<file path="src/rtl/v3_shift_queue_array.sv">
// rtl/v3_shift_queue_array.sv - shift-based queue storage array with push/pop/insert/remove
// Optional op 5 (POPPUSH) is built only when V3_SHIFT_QUEUE_POPPUSH_EN is defined.
module v3_shift_queue_array #(
  parameter int p_bitwidth = 32,
  parameter int p_depth    = 8
) (
  input  logic                         clk,
  input  logic                         rst,
  input  logic                         op_val,
  output logic                         op_rdy,
  input  logic [2:0]                   op,
  input  logic [$clog2(p_depth)-1:0]   op_idx,
  input  logic [p_bitwidth-1:0]        op_data,
  input  logic [$clog2(p_depth)-1:0]   rd_idx,
  output logic [p_bitwidth-1:0]        rd_data,
  output logic [p_bitwidth-1:0]        head_data,
  output logic [$clog2(p_depth+1)-1:0] count,
  output logic                         full,
  output logic                         empty
);
  localparam int IW = $clog2(p_depth);
  localparam int CW = $clog2(p_depth + 1);

  localparam logic [2:0] OP_IDLE    = 3'd0;
  localparam logic [2:0] OP_PUSH    = 3'd1;
  localparam logic [2:0] OP_POP     = 3'd2;
  localparam logic [2:0] OP_INSERT  = 3'd3;
  localparam logic [2:0] OP_REMOVE  = 3'd4;
`ifdef V3_SHIFT_QUEUE_POPPUSH_EN
  localparam logic [2:0] OP_POPPUSH = 3'd5;
`endif

  logic [CW-1:0]                        cnt;
  logic [CW-1:0]                        idx_w;
  logic                                 fire;
  logic [p_depth-1:0][p_bitwidth-1:0]   ent;

  assign idx_w     = CW'(op_idx);
  assign fire      = op_val && op_rdy;
  assign count     = cnt;
  assign full      = (cnt == CW'(p_depth));
  assign empty     = (cnt == '0);
  assign head_data = ent[0];

  always_comb begin
    op_rdy = 1'b0;
    case (op)
      OP_IDLE:    op_rdy = 1'b1;
      OP_PUSH:    op_rdy = !full;
      OP_POP:     op_rdy = !empty;
      OP_INSERT:  op_rdy = !full && (idx_w <= cnt);
      OP_REMOVE:  op_rdy = !empty && (idx_w < cnt);
`ifdef V3_SHIFT_QUEUE_POPPUSH_EN
      OP_POPPUSH: op_rdy = !empty;
`endif
      default:    op_rdy = 1'b0;
    endcase
  end

  always_ff @(posedge clk or negedge rst) begin
    if (!rst) begin
      cnt <= '0;
    end else if (fire) begin
      case (op)
        OP_PUSH, OP_INSERT: cnt <= cnt + CW'(1);
        OP_POP, OP_REMOVE:  cnt <= cnt - CW'(1);
        default:            cnt <= cnt;
      endcase
    end
  end

`ifdef V3_SHIFT_QUEUE_POPPUSH_EN
  logic [CW-1:0] cnt_m1;
  assign cnt_m1 = cnt - CW'(1);
`endif

  // Each cell picks its source by priority: write > forward shift > reverse shift > hold.
  for (genvar g = 0; g < p_depth; g++) begin : g_cell
    localparam logic [CW-1:0] POS = CW'(g);
    logic [p_bitwidth-1:0] q;
    logic [p_bitwidth-1:0] fwd_val;
    logic [p_bitwidth-1:0] rev_val;
    logic                  wr;
    logic                  fwd;
    logic                  rev;

    if (g < p_depth - 1) begin : g_fwd
      assign fwd_val = ent[g+1];
    end else begin : g_fwd_last
      assign fwd_val = '0;
    end
    if (g > 0) begin : g_rev
      assign rev_val = ent[g-1];
    end else begin : g_rev_first
      assign rev_val = '0;
    end

    always_comb begin
      wr  = fire && ((op == OP_PUSH && POS == cnt) || (op == OP_INSERT && POS == idx_w));
      fwd = fire && (op == OP_POP || (op == OP_REMOVE && POS >= idx_w));
      rev = fire && op == OP_INSERT && POS > idx_w;
`ifdef V3_SHIFT_QUEUE_POPPUSH_EN
      wr  = wr  || (fire && op == OP_POPPUSH && POS == cnt_m1);
      fwd = fwd || (fire && op == OP_POPPUSH);
`endif
    end

    always_ff @(posedge clk or negedge rst) begin
      if (!rst)     q <= '0;
      else if (wr)  q <= op_data;
      else if (fwd) q <= fwd_val;
      else if (rev) q <= rev_val;
    end

    assign ent[g] = q;
  end

  // Non-power-of-2 depths leave rd_idx codes past the last entry; those read as 0.
  if ((1 << IW) == p_depth) begin : g_rd_pow2
    assign rd_data = ent[rd_idx];
  end else begin : g_rd_npow2
    assign rd_data = ({1'b0, rd_idx} < (IW + 1)'(p_depth)) ? ent[rd_idx] : '0;
  end
endmodule

</file>
<file path="config.mk">
export PLATFORM = sky130hd
export DESIGN_NAME = v3_shift_queue_array
export DESIGN_NICKNAME = d
export VERILOG_FILES = /design/src/rtl/v3_shift_queue_array.sv
export SDC_FILE = /design/constraint.sdc
export NUM_CORES = 1
export LEC_CHECK = 0
export CAP_MARGIN = 0
export CORE_UTILIZATION = 49
export DETAILED_ROUTE_END_ITERATION = 12
export PLACE_DENSITY = 0.68
export SYNTH_ARGS = -nofsm -noshare
export SYNTH_HDL_FRONTEND = slang
export SYNTH_SLANG_ARGS = --single-unit
export TNS_END_PERCENT = 30
</file>
<file path="constraint.sdc">
create_clock -name clk -period 2.8 [get_ports clk]
set_input_delay 0.42 -clock clk [delete_from_list [all_inputs] [get_ports clk]]
set_output_delay 0.42 -clock clk [all_outputs]
set_load 0.005 [all_outputs]
</file>
==> key figures, run 1 <==
Outcome
  – Status: complete, no violations

Die
  – I/O Pins: 115
  – DIE AREA: 0.0334 mm²
  – Die W: 183 µm
  – Rows: 65
  – Core Region: 0.0319 mm²
  – Initial core utilization: 50.2%
  – Die Y: 183 µm

Synthesis
  – Post-Syn Nets: 1548
  – Synth Area in XOR/XNOR: 0.219%
  – Top cell type's share of synthesized area: 40.6%
  – Primary FF master, synth: dfrtp_1
  – Synth Instances: 1496
  – Cell Area, Synth: 0.0160 mm²
  – Synthesized flop and latch total: 260
  – Most frequent cell after synthesis: dfrtp_1
  – Synth area leader: dfrtp_1
  – Adder-cell share of the synthesized area: 0.625%
  – Synth Area in Compound Gates: 25.4%
  – Largest family of logic cells by synthesized area: compound AO/OA/AOI/OAI gates
  – Sequential area share after synthesis: 40.6%
  – Syn avg cell area: 10.7 µm²
  – FFs w/ async S/R, synth: 100%
  – Synth Area in Simple Gates: 6.05%
  – Ys Warns: 0
  – Top cells by count, synth: dfrtp_1 (260), mux2_2 (111), nand2_1 (108)
  – Count of cell types in the netlist: 64
  – Area contributors post-synth: dfrtp_1 (41%), mux4_2 (9.0%), mux2_2 (7.8%)
  – Multiplexer share of the synthesized area: 20.4%
  – Number of synthesized flops with an enable pin: 0

STA
  – # setup viols final: 0
  – Slew Limit Fails: 0
  – Relative slew slack: 30.1%
  – RSZ-0062 raised after global routing: no
  – Setup ws final: 0.0920 ns
  – Minimum clock period: 2.71 ns
  – Final hold vios: 0
  – Layout Skew: 0.0149 ns
  – Fmax: 369 MHz
  – Worst Tran Pin Value: 1.05 ns
  – Crit share post-route: 96.7%

Worst setup path
  – Critical-path cell list: mux4_2, mux2_2, clkdlybuf4s50_1
  – Start of the worst register-to-register path: count[1]$_DFFE_PN0P_
  – CP arrival: 2.29 ns
  – Worst R2R Path Depth: 11
  – WP buf/inv: 1
  – CP required: 2.38 ns
  – Max incr delay on CP: 0.54 ns
  – R2R Path End: g_cell[1].fwd_val[27]$_DFFE_PN0P_
  – Capture point of the worst path: rd_data[1]
  – Critical Path Start: g_cell[4].fwd_val[1]$_DFFE_PN0P_
  – Slowest-stage cell, CP: mux4_2
  – Reg2reg setup slack: 0.27 ns
  – Levels on crit path: 3
  – Critical path class: flip-flop to output port
  – CP startpoint kind: flip-flop
  – Top Family by Delay on Critical Path: multiplexers
  – Critical Path End Type: output port
  – Critical path peak fanout: 4

GRT
  – Largest net degree at the start of global routing: 75
  – GRT overflow: 0
  – First-pass GRT wire length: 84300 µm
  – Gr usage total: 33.0%
  – Number of global-route vias before repair: 14013
  – Initial antenna violation count: 0

Placed design
  – RePlAce Congestion: 0.864
  – DPL Wire Length: 33400 µm
  – Port-buffer cells: 114
  – Dpl cell area: 0.0182 mm²
  – Place WS: -0.0931 ns
  – Placed insts: 1988

CTS
  – Clk sinks: 260
  – Clock Pin Slew Worst Setup and Hold Paths: 0.07 ns
  – CTS buffer count: 30
  – Longest Clk Path Bufs: 3
  – Clock insertion delay at the later pin of the skew report: 0.58 ns
  – CTS tree: done
  – H-tree depth: 1
  – Root Buffer: clkbuf_16

Layout
  – Final instance area: 0.0193 mm²
  – Seq. cell area: 0.00651 mm²
  – Multi-input logic area: 0.00854 mm²
  – Filler Cell Count: 2663
  – Diodes inserted: 0
  – Final std cells w/o fill: 2046
  – # nets final: 1640
  – Area growth syn-to-layout: 20.5%
  – Util after Layout: 60.5%
  – Layout cells sized above 1: 24.5%

Pwr
  – Total chip power: 0.0183 W
  – PwrDens: 948 mW/mm²
  – Leak Pwr: 7.92 nW
  – Maximum VDD drop: 564 µV

Route
  – DR WL/cell: 26.6 µm
  – DRC viols: 0
  – Routed WL: 54500 µm
  – DR iter-0 viols: 2083
  – Drt pass-1 iters: 9
  – Via density per instance: 6.85
  – ANT nets after route: 0
  – Vias: 14012

Flow run
  – Max_cap viols: 0

Hold path
  – Hold Path Class: input port to asynchronous set/reset pin
cell type report:
| cell class | count | share of cell area [%] |
|---|---|---|
| multi-input combinational | 1015 | 44.3 |
| clock inverter | 19 | 0.941 |
| tap | 435 | 2.82 |
| clock buffer | 36 | 4.22 |
| timing repair buffer | 237 | 13.2 |
| sequential | 260 | 33.7 |
| inverter | 44 | 0.869 |
state kept, by name, indices dropped and copies added, names as in the netlist:
name,flops
count,4
head_data,32
g_cell.fwd_val,224
layer usage:
| layer | up-vias | part of all wire (%) | GRT usage, % | wire length, µm |
|---|---|---|---|---|
| met1 | 6947 | 40 | 45.8 | 21700 |
| met4 | 0 | 3.6 | 11.8 | 1960 |
| li1 | 5951 | - | - | - |
| met5 | - | 0 | 0 | 0 |
| met3 | 172 | 11 | 6.75 | 6120 |
| met2 | 942 | 45 | 51.4 | 24700 |
worst min path at each step:
| stage | endpoint |
|---|---|
| after floorplan | count[0]$_DFFE_PN0P_ |
| after global placement | g_cell[4].fwd_val[24]$_DFFE_PN0P_ |
| after detailed placement | g_cell[4].fwd_val[24]$_DFFE_PN0P_ |
| after CTS | g_cell[4].fwd_val[24]$_DFFE_PN0P_ |
| after global routing | g_cell[6].fwd_val[24]$_DFFE_PN0P_ |
| final | g_cell[4].fwd_val[24]$_DFFE_PN0P_ |
kinds of logic after synthesis:
family	after synthesis
flip-flops	260
AO/OA/AOI/OAI	553
adder cells (fa/ha/maj)	8
AND/OR/NAND/NOR	223
XOR/XNOR	4
multiplexers	227
buffers and inverters	221
metrics by stage:
step,setup TNS [ns],hold WS [ns]
floorplan,0,0.124
global placement,-8.22,0.385
detailed placement,-5.68,0.387
CTS,0,0.383
global route,0,0.406
finish,0,0.366
worst register-to-register path, stage by stage (launching register included):
cell,delay [ns]
dfrtp_1,0.38
inv_2,0.10
ha_1,0.25
nor2b_1,0.14
o21ai_0,0.15
a21oi_1,0.10
o32a_2,0.21
buf_4,0.17
buf_4,0.16
a311oi_4,0.39
buf_12,0.22
a2bb2oi_1,0.19
cell usage in the layout, fill, tap and decap left out, types with 6 or more instances in the layout:
| cell type | n |
|---|---|
| a21o_1 | 34 |
| a21oi_1 | 38 |
| a222oi_1 | 28 |
| a22o_1 | 32 |
| a2bb2oi_1 | 68 |
| a31oi_1 | 6 |
| and2_1 | 8 |
| buf_12 | 38 |
| buf_4 | 86 |
| clkbuf_16 | 30 |
| clkdlybuf4s50_1 | 109 |
| clkinv_2 | 8 |
| dfrtp_1 | 260 |
| ha_1 | 7 |
| inv_1 | 40 |
| mux2_1 | 8 |
| mux2_2 | 111 |
| mux2_4 | 9 |
| mux2i_1 | 35 |
| mux4_2 | 64 |
| nand2_1 | 106 |
| nand3_1 | 10 |
| nor2_1 | 65 |
| o21ai_0 | 102 |
| o221ai_1 | 32 |
| o22a_1 | 36 |
| o22ai_1 | 100 |
| o2bb2ai_1 | 56 |
repair_timing:
item,CTS,global route
resized for setup,5,2
setup buffers,2,0
endpoints found under the setup margin,1,1
endpoints found under the hold margin,51,0
pin swaps,1,0
hold buffers,1,0
report_power, final:
group | switching, W | internal, W
Clock | 0.00169 | 0.00226
Sequential | 0.00200 | 0.00556
Combinational | 0.00259 | 0.00417
Total | 0.00628 | 0.0120
No activity file was read; power rests on OpenSTA's default activity.
==> run 2, diff against run 1 <==
--- a/config.mk
+++ b/config.mk
@@ -8,6 +8,7 @@
 export CAP_MARGIN = 0
 export CORE_UTILIZATION = 49
 export DETAILED_ROUTE_END_ITERATION = 12
+export GPL_ROUTABILITY_DRIVEN = 0
 export PLACE_DENSITY = 0.68
 export SYNTH_ARGS = -nofsm -noshare
 export SYNTH_HDL_FRONTEND = slang
==> results of run 2 <==
Same layout as run 1: the final DEF is identical, and so are final timing and power.
